## config.mk

```make
export PLATFORM = sky130hd
export DESIGN_NAME = serial_adder
export DESIGN_NICKNAME = d
export VERILOG_FILES = /design/src/rtl/serial_adder.sv
export SDC_FILE = /design/constraint.sdc
export NUM_CORES = 1
export LEC_CHECK = 0
export BUFFER_PORTS_ARGS = -buffer_cell sky130_fd_sc_hd__buf_2
export CAP_MARGIN = 20
export CORE_ASPECT_RATIO = 1.5
export CORE_MARGIN = 2
export CORE_UTILIZATION = 58
export CTS_CLUSTER_DIAMETER = 150
export DETAILED_ROUTE_END_ITERATION = 6
export GPL_TIMING_DRIVEN = 0
export PLACE_DENSITY = 0.83
export REMOVE_ABC_BUFFERS = 1
export SETUP_SLACK_MARGIN = 0.1
export SYNTH_ARGS = -nofsm -noshare
export SYNTH_HDL_FRONTEND = slang
export SYNTH_SLANG_ARGS = --single-unit
```

## constraint.sdc

```tcl
create_clock -name clk -period 2.5 [get_ports clk]
set_clock_uncertainty 0.15 [all_clocks]
set_input_delay 0 -clock clk [delete_from_list [all_inputs] [get_ports clk]]
set_output_delay 0 -clock clk [all_outputs]
set_load 0.05 [all_outputs]
```

## src/rtl/serial_adder.sv

```systemverilog
// Bit-serial adder: one full-adder step per clock (sum = XOR, carry = AND cell pair plus
// a registered carry-in), LSB first, with a start/busy/done handshake.
module serial_adder #(
  parameter int WIDTH = 8
) (
  input  logic             clk,
  input  logic             rst,
  input  logic             start,
  input  logic [WIDTH-1:0] a,
  input  logic [WIDTH-1:0] b,
  output logic             busy,
  output logic             done,
  output logic [WIDTH-1:0] sum,
  output logic             carry
);

  localparam int CW = $clog2(WIDTH) + 1;

  typedef enum logic [1:0] {IDLE, SHIFT, DONE} state_t;

  state_t           state_q, state_d;
  logic [WIDTH-1:0] opa_q, opa_d;
  logic [WIDTH-1:0] opb_q, opb_d;
  logic [WIDTH-1:0] psum_q, psum_d;
  logic [WIDTH-1:0] sum_q, sum_d;
  logic             c_q, c_d;
  logic             carry_q, carry_d;
  logic [CW-1:0]    cnt_q, cnt_d;

  logic             half_s, half_c;
  logic             bit_s, bit_c;
  logic [WIDTH-1:0] psum_shift;

  // Two half-adder cells chained through the carry flop form the per-bit full adder.
  assign half_s     = opa_q[0] ^ opb_q[0];
  assign half_c     = opa_q[0] & opb_q[0];
  assign bit_s      = half_s ^ c_q;
  assign bit_c      = half_c | (c_q & half_s);
  assign psum_shift = {bit_s, psum_q[WIDTH-1:1]};

  always_comb begin
    state_d = state_q;
    opa_d   = opa_q;
    opb_d   = opb_q;
    psum_d  = psum_q;
    sum_d   = sum_q;
    c_d     = c_q;
    carry_d = carry_q;
    cnt_d   = cnt_q;
    case (state_q)
      IDLE, DONE: begin
        if (start) begin
          opa_d   = a;
          opb_d   = b;
          psum_d  = '0;
          c_d     = 1'b0;
          cnt_d   = '0;
          state_d = SHIFT;
        end else begin
          state_d = IDLE;
        end
      end
      SHIFT: begin
        psum_d = psum_shift;
        opa_d  = {1'b0, opa_q[WIDTH-1:1]};
        opb_d  = {1'b0, opb_q[WIDTH-1:1]};
        c_d    = bit_c;
        cnt_d  = cnt_q + 1'b1;
        if (cnt_q == CW'(WIDTH - 1)) begin
          sum_d   = psum_shift;
          carry_d = bit_c;
          state_d = DONE;
        end
      end
      default: state_d = IDLE;
    endcase
  end

  always_ff @(posedge clk or posedge rst) begin
    if (rst) begin
      state_q <= IDLE;
      opa_q   <= '0;
      opb_q   <= '0;
      psum_q  <= '0;
      sum_q   <= '0;
      c_q     <= 1'b0;
      carry_q <= 1'b0;
      cnt_q   <= '0;
    end else begin
      state_q <= state_d;
      opa_q   <= opa_d;
      opb_q   <= opb_d;
      psum_q  <= psum_d;
      sum_q   <= sum_d;
      c_q     <= c_d;
      carry_q <= carry_d;
      cnt_q   <= cnt_d;
    end
  end

  assign busy  = (state_q == SHIFT);
  assign done  = (state_q == DONE);
  assign sum   = sum_q;
  assign carry = carry_q;

endmodule

```

==> run summary, run 1 <==
initial core utilization: 60.5%
Inserted Clock Buffers: 5
wire per inst: 15.4 µm
CTS root buf: clkbuf_8
worst-case clock buffer depth: 2
Routed Antenna Nets: 0
Max Cap Viol: 0
Via Count: 1122
Layout Nets: 183
fin crit period: 2220 ps
RSZ-0062 raised after global routing: false
layout cell share with drive strength beyond 1: 26.4%
setup violators final: 0
Netlist cell types: 19
CP Capture Type: register
Area Growth Syn to Fin: 30.0%
CTS tree: done
Worst-Margin Slew: 772 ps
static leakage: 1.11 nW
Tot Pwr: 0.00269 W
Vias per Instance: 5.61
H-tree Lvls: 2
num rows: 23
Cells after Synth: 114
register bit count reported by yosys: 39
TNS Setup: 0 ps
fillers: 169
Post-Syn Area: 1600 µm²
fmax: 450 MHz
Reg2Reg Setup Slack: 280 ps
Syn. warnings: 0
full die area: 3210 µm²
capturing point of the worst reg2reg path: sum[1]$_DFFE_PP0P_
CP max stage cell: nor3b_2
initial drt markers: 14
RePlAce Congestion: 0.681
first-pass iteration count of the detailed router: 4
startpoint types: register
Die H: 68.4 µm
vias in the first global route: 1102
Hold Vio Cnt, Final: 0
path depth of the worst reg2reg path: 3
worst vdd ir: 0.743 mV
crit path kind: reg2reg
Core Util, Final: 78.6%
IO Pins: 30
clock sink total: 39
sequential share of the synthesized area: 60.9%
final wirelength: 3.09 mm
antenna violations before repair: 0
Max Fanout on Critical Path: 31
Worst-path clk slew: 80 ps
CP startpoint: state_q[1]$_DFFE_PP0P_
Core ar.: 2650 µm²
worst r2r src: state_q[1]$_DFFE_PP0P_
status: finished clean
final worst path period share: 88.8%
Crit path required time: 2530 ps
worst min path class: in2async
cts repair resizes: 0
area of the multi-input gates: 579 µm²
syn_area_per_cell: 14.0 µm²
Max transition margin: 48.5%
Overflow after GRT: 0
Setup crit end: sum[1]$_DFFE_PP0P_
# diodes: 0
post-DP HPWL: 1.87 mm
CP peak stage delay: 680 ps
postcts setup bufs: 0
Clock Latency Late Sink: 290 ps
width of the chip: 46.9 µm
worst-path cell chain: and2b_4, nor3b_2, mux2_1
register area: 976 µm²
Slew Limit Fails: 0
total track usage: 22.9%
port bufs: 29
cts hold-fix bufs: 18
DRC viols: 0
worst endpoint data arrival time: 2250 ps
largest net degree at the start of global routing: 32
cell area power density: 1290 nW/µm²
global-route wire length before repair: 4.99 mm
## cells in the mapped netlist
cell | number | area (µm²)
fa_1 | 1 | 20.0
dfrtp_1 | 39 | 976
a22o_1 | 26 | 228
nor2_4 | 1 | 11.3
nand2_1 | 3 | 11.3
nor2b_1 | 3 | 18.8
ha_1 | 1 | 12.5
inv_1 | 1 | 3.75
o21ai_0 | 1 | 5.00
buf_2 | 7 | 35.0
a21o_1 | 14 | 105
nand2b_1 | 1 | 6.26
mux2_1 | 9 | 101
nor3b_2 | 1 | 12.5
nand4_1 | 1 | 6.26
buf_4 | 1 | 7.51
and2b_4 | 1 | 10.0
mux2_2 | 1 | 11.3
mux2i_1 | 2 | 20.0
## worst max-delay path: cells and delay by family (launching register included)
family / cells / cell delay [ps]
flip-flops: 1 / 380
multiplexers: 1 / 390
AND/OR/NAND/NOR: 2 / 1180
## power breakdown
group	internal (W)	switching, W
Sequential	0.000904	0.000171
Clock	0.000297	0.000224
Combinational	0.000473	0.000620
Total	0.00167	0.00101
## cell usage in the layout (no fill, tap or decap), drive strengths merged
master and count:
a21o 14, a22o 26, and2b 1, buf 31
bufinv 1, clkbuf 5, clkinv 2, dfrtp 39
dlygate4sd3 18, fa 1, ha 1, inv 1
mux2 10, mux2i 2, nand2 3, nand2b 1
nand4 1, nor2 1, nor2b 3, nor3b 1
o21ai 1
## state kept, by name (all words and copies together) (netlist names)
name,cells
c_q,1
carry,1
cnt_q,4
opa_q,8
opb_q,8
psum_q,7
state_q,2
sum,8
## how the worst min path moves through the flow
| stage | start | end | slack, ps |
|---|---|---|---|
| 2_1_floorplan | start | state_q[0]$_DFFE_PP0P_ | -20 |
| 3_3_place_gp | a[7] | opa_q[7]$_DFFE_PP0P_ | 80 |
| 3_5_place_dp | rst | opb_q[5]$_DFFE_PP0P_ | 30 |
| 4_1_cts | rst | cnt_q[1]$_DFFE_PP0P_ | 260 |
| 5_1_grt | rst | cnt_q[1]$_DFFE_PP0P_ | 340 |
| 6_report | rst | cnt_q[1]$_DFFE_PP0P_ | 270 |
## cells by family after synthesis
group	synth area share, %
DFF	60.9
and+or+nand+nor	4.77
adders and majority gates	2.03
buffers and inverters	2.89
muxes	8.28
AOI/OAI and AO/OA	21.1
## metal layers
layer,global-route usage (%),vias up,wire [µm]
li1,-,515,-
met1,27.5,571,1280
met2,37.8,28,1630
met3,3.96,8,96
met4,12.5,0,75
met5,0,-,0
## final cells by class
class,instances,area share [%]
Tap cell,37,2.22
Clock buffer,5,3.31
Sequential cell,39,46.9
Clock inverter,3,2.10
Multi-Input combinational cell,66,27.8
Inverter,1,0.180
Timing Repair Buffer,49,17.5
## through the flow
| step | setup WS (ps) | hold slack [ps] | std cells | cell area, µm² |
|---|---|---|---|---|
| after floorplan | 418 | -17.5 | 106 | 1560 |
| after global placement | 138 | 77.9 | 172 | 1750 |
| after detailed placement | 265 | 31.0 | 174 | 1790 |
| after CTS | 255 | 255 | 200 | 2080 |
| after global routing | 147 | 341 | 200 | 2080 |
| final | 279 | 274 | 200 | 2080 |
(Power assumes the default switching activity.)
==> run 2: changes to the inputs <==
Settings changed: RECOVER_POWER set to 50.
==> run summary, run 2 (synthesized netlist as in run 1, its figures left out) <==
Layout Nets: 183 (unchanged)
WP buf/inv: 0 (unchanged)
Worst-Margin Slew: 1160 ps (+384 ps)
RePlAce Congestion: 0.681 (unchanged)
# diodes: 0 (unchanged)
Inserted Clock Buffers: 5 (unchanged)
first-pass iteration count of the detailed router: 4 (unchanged)
status: finished clean
static leakage: 1.06 nW (-4.5%)
worst-case clock buffer depth: 2 (unchanged)
most common cell after layout, fill and taps aside: dfrtp_1
Max Cap Viol: 0 (unchanged)
final worst path period share: 88.7% (-0.14 points)
Core ar.: 2650 µm² (unchanged)
crit path kind: reg2reg
TNS Setup: 0 ps (unchanged)
worst endpoint data arrival time: 2240 ps (about the same)
Worst-path clk slew: 80 ps (about the same)
layout cell share with drive strength beyond 1: 19.6% (-6.7 points)
Max Fanout on Critical Path: 31 (unchanged)
CTS root buf: clkbuf_8
RSZ-0062 raised after global routing: false
final wirelength: 3.12 mm (+0.94%)
clock sink total: 39 (unchanged)
fillers: 177 (+4.7%)
Die H: 68.4 µm (unchanged)
num rows: 23 (unchanged)
area of the multi-input gates: 579 µm² (unchanged)
startpoint types: register
CP peak stage delay: 680 ps (about the same)
worst min path class: in2async
initial drt markers: 19 (+5)
Layout Cells excl Fill: 200 (unchanged)
fmax: 451 MHz (+0.16%)
post-DP HPWL: 1.87 mm (unchanged)
cts repair resizes: 0 (unchanged)
cell area power density: 1300 nW/µm² (+0.99%)
Placed Instances: 174 (unchanged)
Slew Limit Fails: 0 (unchanged)
vias in the first global route: 1102 (unchanged)
CTS tree: done
Crit path max-delay family: simple AND/OR/NAND/NOR gates
register area: 976 µm² (unchanged)
DRC viols: 0 (unchanged)
Min Hold Slack: 236 ps (-38.0 ps)
Area Growth Syn to Fin: 27.7%
setup violators final: 0 (unchanged)
global-route wire length before repair: 4.99 mm (unchanged)
port bufs: 29 (unchanged)
H-tree Lvls: 2 (unchanged)
Hold Vio Cnt, Final: 0 (unchanged)
total track usage: 22.9% (unchanged)
commonest cells after routing, fill and taps aside: dfrtp_1 (39), a22o_1 (26), buf_2 (19)
wire per inst: 15.6 µm (+0.94%)
Overflow after GRT: 0 (unchanged)
worst-path cell chain: and2b_4, nor3b_2, mux2_1
Vias per Instance: 5.67 (+0.98%)
CP Capture Type: register
width of the chip: 46.9 µm (unchanged)
Routed Antenna Nets: 0 (unchanged)
IO Pins: 30 (unchanged)
antenna violations before repair: 0 (unchanged)
CP max stage cell: nor3b_2
Max transition margin: 22.9% (-26 points)
full die area: 3210 µm² (unchanged)
initial core utilization: 60.5% (unchanged)
fin crit period: 2220 ps (-3.52 ps)
Via Count: 1133 (+0.98%)
Crit path required time: 2530 ps (about the same)
largest net degree at the start of global routing: 32 (unchanged)
Clock Latency Late Sink: 290 ps (about the same)
worst vdd ir: 0.743 mV (about the same)
[run 2: final timing paths]
| path | start | end | slack (ps) | cells after the start |
|---|---|---|---|---|
| worst max register to register | state_q[1]$_DFFE_PP0P_ | sum[1]$_DFFE_PP0P_ | 280 | 3 |
| worst min register to register | opb_q[4]$_DFFE_PP0P_ | opb_q[4]$_DFFE_PP0P_ | 330 | 1 |
| worst min-delay path | rst | cnt_q[1]$_DFFE_PP0P_ | 240 | 3 |
| worst max-delay path | state_q[1]$_DFFE_PP0P_ | sum[1]$_DFFE_PP0P_ | 280 | 3 |
| max in group asynchronous | rst | opb_q[3]$_DFFE_PP0P_ | 490 | 4 |
| min in group clk | b[7] | opb_q[7]$_DFFE_PP0P_ | 320 | 3 |
[run 2: report_power, final]
part           internal [W]  total, W  leakage (nW)  switching, W
Combinational      0.000453   0.00107         0.501      0.000618
Clock              0.000297  0.000520        0.0581      0.000223
Sequential         0.000904   0.00108         0.499      0.000174
Total               0.00165   0.00267          1.06       0.00101
[run 2: area by class of cell]
class,instances,share of cell area (%)
sequential,39,47.7
multi-input combinational,66,28.3
timing repair buffer,49,16.0
clock buffer,5,3.36
tap,37,2.26
clock inverter,3,2.14
inverter,1,0.183
[run 2: per-stage QoR]
step | utilization, % | power [W] | instance area (µm²) | setup slack, ps
after global routing | 77.3 | 0.00283 | 2050 | 129
final | 77.3 | 0.00267 | 2050 | 283
after CTS | 78.6 | 0.00270 | 2080 | 255
after detailed placement | 67.6 | 0.00216 | 1790 | 265
after floorplan | - | 0.00190 | 1560 | 418
after global placement | 66.1 | 0.00208 | 1750 | 138
[run 2: per-layer routing]
| metal | vias up | share of wire, % | GRT usage (%) | wire length, µm |
|---|---|---|---|---|
| li1 | 516 | - | - | - |
| met1 | 576 | 41 | 27.5 | 1290 |
| met2 | 33 | 53 | 37.8 | 1640 |
| met3 | 8 | 3.5 | 3.96 | 108 |
| met4 | 0 | 2.4 | 12.5 | 74 |
| met5 | - | 0 | 0 | 0 |
[run 2: tightest hold or removal path, cell delays in order]
cell and delay, ps:
dlygate4sd3_1 550, buf_2 130, inv_1 490
[run 2: what timing repair did]
| action | CTS | global route |
|---|---|---|
| hold endpoints to repair | 35 | 0 |
| hold buffers | 18 | 0 |
| setup buffers | 0 | 0 |
